**config.mk**
```make
export PLATFORM = sky130hd
export DESIGN_NAME = sprite_select
export DESIGN_NICKNAME = d
export VERILOG_FILES = /design/src/rtl/sprite_select.sv
export SDC_FILE = /design/constraint.sdc
export NUM_CORES = 1
export LEC_CHECK = 0
export CAP_MARGIN = 25
export CORE_MARGIN = 1
export CORE_UTILIZATION = 43
export CTS_CLUSTER_SIZE = 30
export DETAILED_ROUTE_END_ITERATION = 8
export GPL_ROUTABILITY_DRIVEN = 0
export HOLD_SLACK_MARGIN = 0.05
export PLACE_DENSITY_LB_ADDON = 0.05
export SLEW_MARGIN = 20
export SYNTH_ARGS = -nofsm -noshare
export SYNTH_HDL_FRONTEND = slang
export SYNTH_SLANG_ARGS = --single-unit
```
**constraint.sdc**
```tcl
create_clock -name Clk -period 4.1 [get_ports Clk]
set_input_delay 0.615 -clock Clk [delete_from_list [all_inputs] [get_ports Clk]]
set_output_delay 0.615 -clock Clk [all_outputs]
set_load 0.01 [all_outputs]
```
**src/rtl/sprite_select.sv**
```systemverilog
// Screen-to-sprite resolver: maps the VGA raster onto the tile grid, hit-tests frame-latched
// tank/bullet boxes and presents sprite selects and local coordinates two cycles later.
module sprite_select #(
  parameter int unsigned NUM_TANKS = 2,
  parameter int unsigned MAP_COLS  = 20,
  parameter int unsigned MAP_ROWS  = 15
) (
  input  logic                    Clk,
  input  logic                    Reset,
  input  logic                    frame_start,
  input  logic                    draw_en,
  input  logic [9:0]              DrawX,
  input  logic [9:0]              DrawY,
  input  logic [10*NUM_TANKS-1:0] tank_x,
  input  logic [10*NUM_TANKS-1:0] tank_y,
  input  logic [2*NUM_TANKS-1:0]  tank_dir,
  input  logic [NUM_TANKS-1:0]    tank_alive,
  input  logic [10*NUM_TANKS-1:0] bul_x,
  input  logic [10*NUM_TANKS-1:0] bul_y,
  input  logic [NUM_TANKS-1:0]    bul_active,
  output logic [8:0]              map_addr,
  input  logic [1:0]              map_data,
  output logic [4:0]              LocX,
  output logic [4:0]              LocY,
  output logic [1:0]              dir,
  output logic                    bul,
  output logic                    brk,
  output logic                    bush,
  output logic                    rck,
  output logic                    tank_hit,
  output logic [1:0]              tank_id,
  output logic                    sprite_valid
);

  localparam logic [9:0] SCR_W  = 10'(MAP_COLS * 32);
  localparam logic [9:0] SCR_H  = 10'(MAP_ROWS * 32);
  localparam logic [8:0] COLS9  = 9'(MAP_COLS);
  localparam logic [1:0] TILE_BRICK = 2'd1;
  localparam logic [1:0] TILE_BUSH  = 2'd2;
  localparam logic [1:0] TILE_ROCK  = 2'd3;

  // 32-wide box test; a borrow (pixel left of/above the box) is a miss, never a wrap
  function automatic logic box_hit(input logic [9:0] p, input logic [9:0] o);
    logic [10:0] d;
    d = {1'b0, p} - {1'b0, o};
    return (d[10:5] == 6'd0);
  endfunction

  logic [10*NUM_TANKS-1:0] sh_tank_x, sh_tank_y, sh_bul_x, sh_bul_y;
  logic [2*NUM_TANKS-1:0]  sh_tank_dir;
  logic [NUM_TANKS-1:0]    sh_tank_alive, sh_bul_active;

  logic       in_range_c;
  logic       t_hit_c, b_hit_c;
  logic [1:0] t_id_c, t_dir_c;
  logic [4:0] t_dx_c, t_dy_c, b_dx_c, b_dy_c;

  logic       s1_valid, s1_thit, s1_bhit;
  logic [1:0] s1_tid, s1_tdir;
  logic [4:0] s1_tlx, s1_tly, s1_tdx, s1_tdy, s1_bdx, s1_bdy;

  logic       nx_valid, nx_bul, nx_brk, nx_bush, nx_rck, nx_thit;
  logic [1:0] nx_tid, nx_dir;
  logic [4:0] nx_locx, nx_locy;

  assign map_addr   = {4'd0, DrawY[9:5]} * COLS9 + {4'd0, DrawX[9:5]};
  assign in_range_c = draw_en & (DrawX < SCR_W) & (DrawY < SCR_H);

  // Object shadows only change at frame start so a frame never tears
  always_ff @(posedge Clk) begin
    if (Reset) begin
      sh_tank_x     <= '0;
      sh_tank_y     <= '0;
      sh_tank_dir   <= '0;
      sh_tank_alive <= '0;
      sh_bul_x      <= '0;
      sh_bul_y      <= '0;
      sh_bul_active <= '0;
    end else if (frame_start) begin
      sh_tank_x     <= tank_x;
      sh_tank_y     <= tank_y;
      sh_tank_dir   <= tank_dir;
      sh_tank_alive <= tank_alive;
      sh_bul_x      <= bul_x;
      sh_bul_y      <= bul_y;
      sh_bul_active <= bul_active;
    end
  end

  // Hit tests; scanning downwards lets the lowest index win among overlaps
  always_comb begin
    t_hit_c = 1'b0;
    t_id_c  = '0;
    t_dir_c = '0;
    t_dx_c  = '0;
    t_dy_c  = '0;
    b_hit_c = 1'b0;
    b_dx_c  = '0;
    b_dy_c  = '0;
    for (int i = int'(NUM_TANKS) - 1; i >= 0; i--) begin
      if (sh_tank_alive[i] && box_hit(DrawX, sh_tank_x[10*i +: 10])
          && box_hit(DrawY, sh_tank_y[10*i +: 10])) begin
        t_hit_c = 1'b1;
        t_id_c  = 2'(i);
        t_dir_c = sh_tank_dir[2*i +: 2];
        t_dx_c  = DrawX[4:0] - sh_tank_x[10*i +: 5];
        t_dy_c  = DrawY[4:0] - sh_tank_y[10*i +: 5];
      end
      if (sh_bul_active[i] && box_hit(DrawX, sh_bul_x[10*i +: 10])
          && box_hit(DrawY, sh_bul_y[10*i +: 10])) begin
        b_hit_c = 1'b1;
        b_dx_c  = DrawX[4:0] - sh_bul_x[10*i +: 5];
        b_dy_c  = DrawY[4:0] - sh_bul_y[10*i +: 5];
      end
    end
  end

  always_ff @(posedge Clk) begin
    if (Reset) begin
      s1_valid <= 1'b0;
      s1_tlx   <= '0;
      s1_tly   <= '0;
      s1_thit  <= 1'b0;
      s1_tid   <= '0;
      s1_tdir  <= '0;
      s1_tdx   <= '0;
      s1_tdy   <= '0;
      s1_bhit  <= 1'b0;
      s1_bdx   <= '0;
      s1_bdy   <= '0;
    end else begin
      s1_valid <= in_range_c;
      s1_tlx   <= DrawX[4:0];
      s1_tly   <= DrawY[4:0];
      s1_thit  <= t_hit_c;
      s1_tid   <= t_id_c;
      s1_tdir  <= t_dir_c;
      s1_tdx   <= t_dx_c;
      s1_tdy   <= t_dy_c;
      s1_bhit  <= b_hit_c;
      s1_bdx   <= b_dx_c;
      s1_bdy   <= b_dy_c;
    end
  end

  // Priority: bush tile hides objects, then bullet, tank, brick, rock
  always_comb begin
    nx_valid = 1'b0;
    nx_bul   = 1'b0;
    nx_brk   = 1'b0;
    nx_bush  = 1'b0;
    nx_rck   = 1'b0;
    nx_thit  = 1'b0;
    nx_tid   = '0;
    nx_dir   = '0;
    nx_locx  = '0;
    nx_locy  = '0;
    if (s1_valid) begin
      if (map_data == TILE_BUSH) begin
        nx_valid = 1'b1;
        nx_bush  = 1'b1;
        nx_locx  = s1_tlx;
        nx_locy  = s1_tly;
      end else if (s1_bhit) begin
        nx_valid = 1'b1;
        nx_bul   = 1'b1;
        nx_locx  = s1_bdx;
        nx_locy  = s1_bdy;
      end else if (s1_thit) begin
        nx_valid = 1'b1;
        nx_thit  = 1'b1;
        nx_tid   = s1_tid;
        nx_dir   = s1_tdir;
        nx_locx  = s1_tdx;
        nx_locy  = s1_tdy;
      end else if (map_data == TILE_BRICK) begin
        nx_valid = 1'b1;
        nx_brk   = 1'b1;
        nx_locx  = s1_tlx;
        nx_locy  = s1_tly;
      end else if (map_data == TILE_ROCK) begin
        nx_valid = 1'b1;
        nx_rck   = 1'b1;
        nx_locx  = s1_tlx;
        nx_locy  = s1_tly;
      end
    end
  end

  always_ff @(posedge Clk) begin
    if (Reset) begin
      sprite_valid <= 1'b0;
      bul          <= 1'b0;
      brk          <= 1'b0;
      bush         <= 1'b0;
      rck          <= 1'b0;
      tank_hit     <= 1'b0;
      tank_id      <= '0;
      dir          <= '0;
      LocX         <= '0;
      LocY         <= '0;
    end else begin
      sprite_valid <= nx_valid;
      bul          <= nx_bul;
      brk          <= nx_brk;
      bush         <= nx_bush;
      rck          <= nx_rck;
      tank_hit     <= nx_thit;
      tank_id      <= nx_tid;
      dir          <= nx_dir;
      LocX         <= nx_locx;
      LocY         <= nx_locy;
    end
  end

endmodule
```
Yosys cells after proc, flatten, opt, wreduce, memory -nomap -nowiden

Index checks and enable logic that the tools add are counted.

Add/sub/neg operators: 17
Multipliers: 1
Order comparisons: 2
Equality and inequality tests: 3
Multiplexer cells: 34
Bitwise logic cells: 4
Reduce and logical (&&, ||, !) cells: 23

Operators by type and width:

| kind                                                | count |
|---|---|
| two-way mux 5 bit                                   | 18 |
| subtractor 10 x 10 -> 11 bit                        | 8 |
| zero test 6 bit                                     | 8 |
| subtractor 5 bit                                    | 8 |
| two-way mux 1 bit                                   | 14 |
| < comparator 10 bit, second input constant          | 1 |
| < comparator 10 x 9 -> 1 bit, second input constant | 1 |
| OR reduction 5 bit                                  | 2 |
| adder 9 x 5 -> 9 bit                                | 1 |
| logical AND 1 bit                                   | 8 |
| multiplier 5 x 3 -> 7 bit, second input constant    | 1 |
| OR reduction 6 bit                                  | 1 |
| equality test 2 bit, second input constant          | 2 |
| two-way mux 2 bit                                   | 2 |
| OR reduction 2 bit                                  | 2 |
| OR reduction 4 bit                                  | 1 |
| OR reduction 3 bit                                  | 1 |
| bitwise AND 1 bit                                   | 2 |
| equality test 2 x 1 -> 1 bit, second input constant | 1 |
| inverter 1 bit                                      | 2 |

Register bits: 145
Input port bits: 114
Output and inout bits: 29
Logic and storage cells: 112

Logic depth before layout (Yosys ltp)

Depth after elaboration: 6
Gate-level depth with buffers: 13
Gate-level depth less buffers: 12

Worst setup path before layout

No wires, ideal clock.

Path type: input -> register
From: in DrawX[4]
To: reg s1_bdx[2]
Library setup time: 117 ps
Arrival time: 3265 ps
Slack: 718 ps
Cell stages on the path: 11
Buffers on the path: 2
Cell sequence: ha_1 -> clkbuf_1 -> and3b_1 -> or4_4 -> a2111oi_4 -> nand3_2 -> nor4_2 -> o2111ai_1 -> or3_4 -> buf_6 -> a32o_1

Cells in the longest elaborated chain, start to end: 6

Ends and longest elaborated chain:

| item                         | RTL line | RTL |
|---|---|---|
| from (decl)                  | 12       | `input logic [9:0] DrawX,` |
| subtractor 10 x 10 -> 11 bit | 45       | `d = {1'b0, p} - {1'b0, o};` |
| zero test 6 bit              | 46       | `return (d[10:5] == 6'd0);` |
| logical AND 1 bit            | 109      | `if (sh_bul_active[i] && box_hit(DrawX, sh_bul_x[10*i +: 10])` |
| logical AND 1 bit            | 110      | `&& box_hit(DrawY, sh_bul_y[10*i +: 10])) begin` |
| two-way mux 5 bit            | 109      |  |
| two-way mux 5 bit *          | 109      |  |
| to (signal assigned)         | 129      | `s1_bdx <= '0;` |
| to (signal assigned)         | 141      | `s1_bdx <= b_dx_c;` |
| to (decl)                    | 60       | `logic [4:0] s1_tlx, s1_tly, s1_tdx, s1_tdy, s1_bdx, s1_bdy;` |

Mark *: on every way between the ends. The rest lies on a longest branch, timed or not.
A chain may end at the register's enable or synchronous reset.

Final worst setup path

From: in DrawY[6]
To: out map_addr[8]

Cells in the longest elaborated chain, start to end: 2

Ends and longest elaborated chain:

| item                      | RTL line | RTL |
|---|---|---|
| from (decl)               | 13       | `input logic [9:0] DrawY,` |
| multiplier 5 x 3 -> 7 bit | 66       | `assign map_addr = {4'd0, DrawY[9:5]} * COLS9 + {4'd0, DrawX[9:5]};` |
| adder 9 x 5 -> 9 bit      | 66       |  |
| to (decl)                 | 21       | `output logic [8:0] map_addr,` |

No other way between the ends.

==> flow_metrics.tcl <==
set metrics [dict create \
    dp_hpwl_mm 19.7 \
    reg2reg_to "s1_tdx[4]" \
    yosys_most_used_dff "dfxtp_1" \
    grt_pass1_vias 7701 \
    seq_area_frac_synth_pct 31.6 \
    nNetsFinal 1432 \
    grt_usage_pct 24.0 \
    peakVddDrop_mv 0.272 \
    multi_input_area_sq_um 5550 \
    hold_start "s1_tdir[0]" \
    hold_depth 1 \
    finalMaxSlewViolations 0 \
    core_sq_um 20400 \
    ys_seq_elements 143 \
    vias 7873 \
    routedWlPerCell_microns 16.9 \
    std_cell_rows 52 \
    regToRegStartpoint "sh_tank_x[0]" \
    synthArstFlopShare_pct 0 \
    cts_setup_buffers 0 \
    cp.required_ps 3480 \
    drive_above_1_share_pct 7.65 \
    post-route-worst-setup-slack_ps 182 \
    tightest_slew_ps 822 \
    synth_cell_types 69 \
    hold_path.class "reg -> reg" \
    syn_area_sq_um 9070 \
    final.period_utilization_pct 95.6 \
    yosys_warnings 0 \
    worstPathMaxFanout 3 \
    worst_r2r_path_depth 11 \
    path_class "in -> out" \
    rsz0062_at_grt "false" \
    utilization_pct 57.0 \
    grt_max_degree 67 \
    status "finished, final reports clean" \
    cts.sinks 143 \
    clock_skew_ps 16.7 \
    power_density_nw_per_um2 356 \
    startpoint_type "input pin" \
    fillers 1912 \
    cts_htree_levels 4 \
    fmax_mhz 255 \
    cts_tree "yes" \
    clkTransAtPathRegs_ps 70 \
    dp_slack_ps 19.8 \
    die_w_microns 147 \
    wirelength_mm 25.4 \
    num_antenna_cells 0 \
    ant_nets 0 \
    synth_edf_count 0 \
    cp-end-kind "output port" \
    routed_via_density 5.25 \
    ctsLongestPathBuffers 2 \
    cp-startpoint "DrawY[6]" \
    maxCapViolations 0 \
    gr-total-overflow 0 \
    synth_top_area_share_pct 31.6 \
    syn_inst 1046 \
    maxSlewHeadroom_pct 45.2 \
    grt_pass1_wl_mm 40.2 \
    yosys.area.top_type "dfxtp_1" \
    drtIter0Drc 438 \
    worstHoldEndpoint "dir[0]" \
    rrSetupSlack_ps 810 \
    area.sequential_sq_um 2860 \
    antenna_found_initial 0 \
    clock-root-buffer "clkbuf_16" \
    setup_viol 0 \
    area_delta_synth_final_pct 28.3 \
    tns_ps 0 \
    power_leakage_nw 5.06 \
    die_h_microns 147 \
    io_pins 143 \
    io_buffers 141 \
    initial_core_util_pct 44.4 \
    syn_avg_cell_area_sq_um 8.67 \
    synth_area_leaders "dfxtp_1, ha_1, mux2i_1, nor2_1, inv_1" \
    synth_fp_nets 1262 \
    synthTopCellsByCount "nor2_1, dfxtp_1, inv_1" \
    worstSkewPairLatency_ps 440 \
    yosysMostFrequentCell "nor2_1" \
    drc 0 \
    hold_viol_final 0 \
    cts_buffers 17 \
    min_period_ps 3920 \
    cp.arrival_ps 3300 \
    drt_pass1_iterations 5 \
    die_area_sq_um 21700 \
]
==> cell type report <==
type                       count  area share, %
clock buffer                  17           3.66
clock inverter                15           1.63
inverter                     133           4.29
multi-input combinational    734           47.7
sequential                   143           24.6
tap                          270           2.90
timing repair buffer         187           15.2
==> stage by stage <==
step	total power [mW]	area, sq um	std cells	hold WS (ps)
after floorplan	2.17	9070	1046	406
after global placement	2.54	11000	1467	426
after detailed placement	2.54	11000	1467	412
after CTS	4.17	11600	1499	428
after global routing	4.35	11600	1499	438
final	4.14	11600	1499	425
==> state kept, by name, summed over array words and instances, names as in the netlist, 20 cells and up <==
register / flops
sh_tank_y: 20
sh_bul_x: 20
sh_tank_x: 20
sh_bul_y: 20
==> routing by layer <==
metal	share of wire [%]	global-route usage, %	vias up
met1	50	33.6	3629
met3	4.4	4.10	26
met5	0	0	-
met4	1.9	7.73	0
li1	-	-	4022
met2	43	37.1	196
==> cell families after synthesis <==
kind of cell,share of synthesized area [%]
AOI/OAI and AO/OA,16.7
other,0.0414
muxes,10.0
buffers and inverters,7.25
adders and majority gates,14.9
xor gates and xnor gates,3.28
DFF,31.6
and+or+nand+nor,16.2
==> worst max-delay path, stage by stage <==
cell	delay (ps)
clkdlybuf4s50_1	480
ha_1	330
ha_1	210
inv_1	70
fa_1	460
nor3_1	250
xor2_1	190
xnor2_1	140
clkdlybuf4s50_1	550
==> layout by cell type, fill, tap and decap left out, types with 13 or more instances in the layout <==
cell type	instances
nand2_1	21
xnor2_1	23
nand2b_1	13
inv_1	133
nor2_1	151
clkdlybuf4s50_1	138
o21a_1	16
o21ai_0	36
mux2i_1	91
a21oi_1	44
nor2b_1	21
buf_4	47
dfxtp_1	143
clkbuf_16	17
a21o_1	14
nor3_1	13
ha_1	92
==> worst max-delay path by stage <==
stage / end / slack, ps / depth (start not counted)
final: map_addr[8] / 180 / 9
after global placement: map_addr[8] / 80 / 9
after detailed placement: s1_tdx[4] / 20 / 11
after global routing: map_addr[8] / 70 / 9
after floorplan: s1_bdx[2] / 720 / 11
after CTS: map_addr[8] / 20 / 9
==> report_power, final <==
part | internal (mW) | total (mW) | leakage [nW] | switching, mW
logic | 0.501 | 1.04 | 3.58 | 0.544
clock network | 0.883 | 1.62 | 0.303 | 0.735
registers | 1.45 | 1.48 | 1.17 | 0.0327
total | 2.83 | 4.14 | 5.06 | 1.31
==> repair_timing <==
action | 4_1_cts | 5_1_grt
resized for setup | 0 | 1
hold endpoints to repair | 0 | 0
setup endpoints to repair | 0 | 1
hold buffers | 0 | 0
Power figures use the tool's default switching activity.
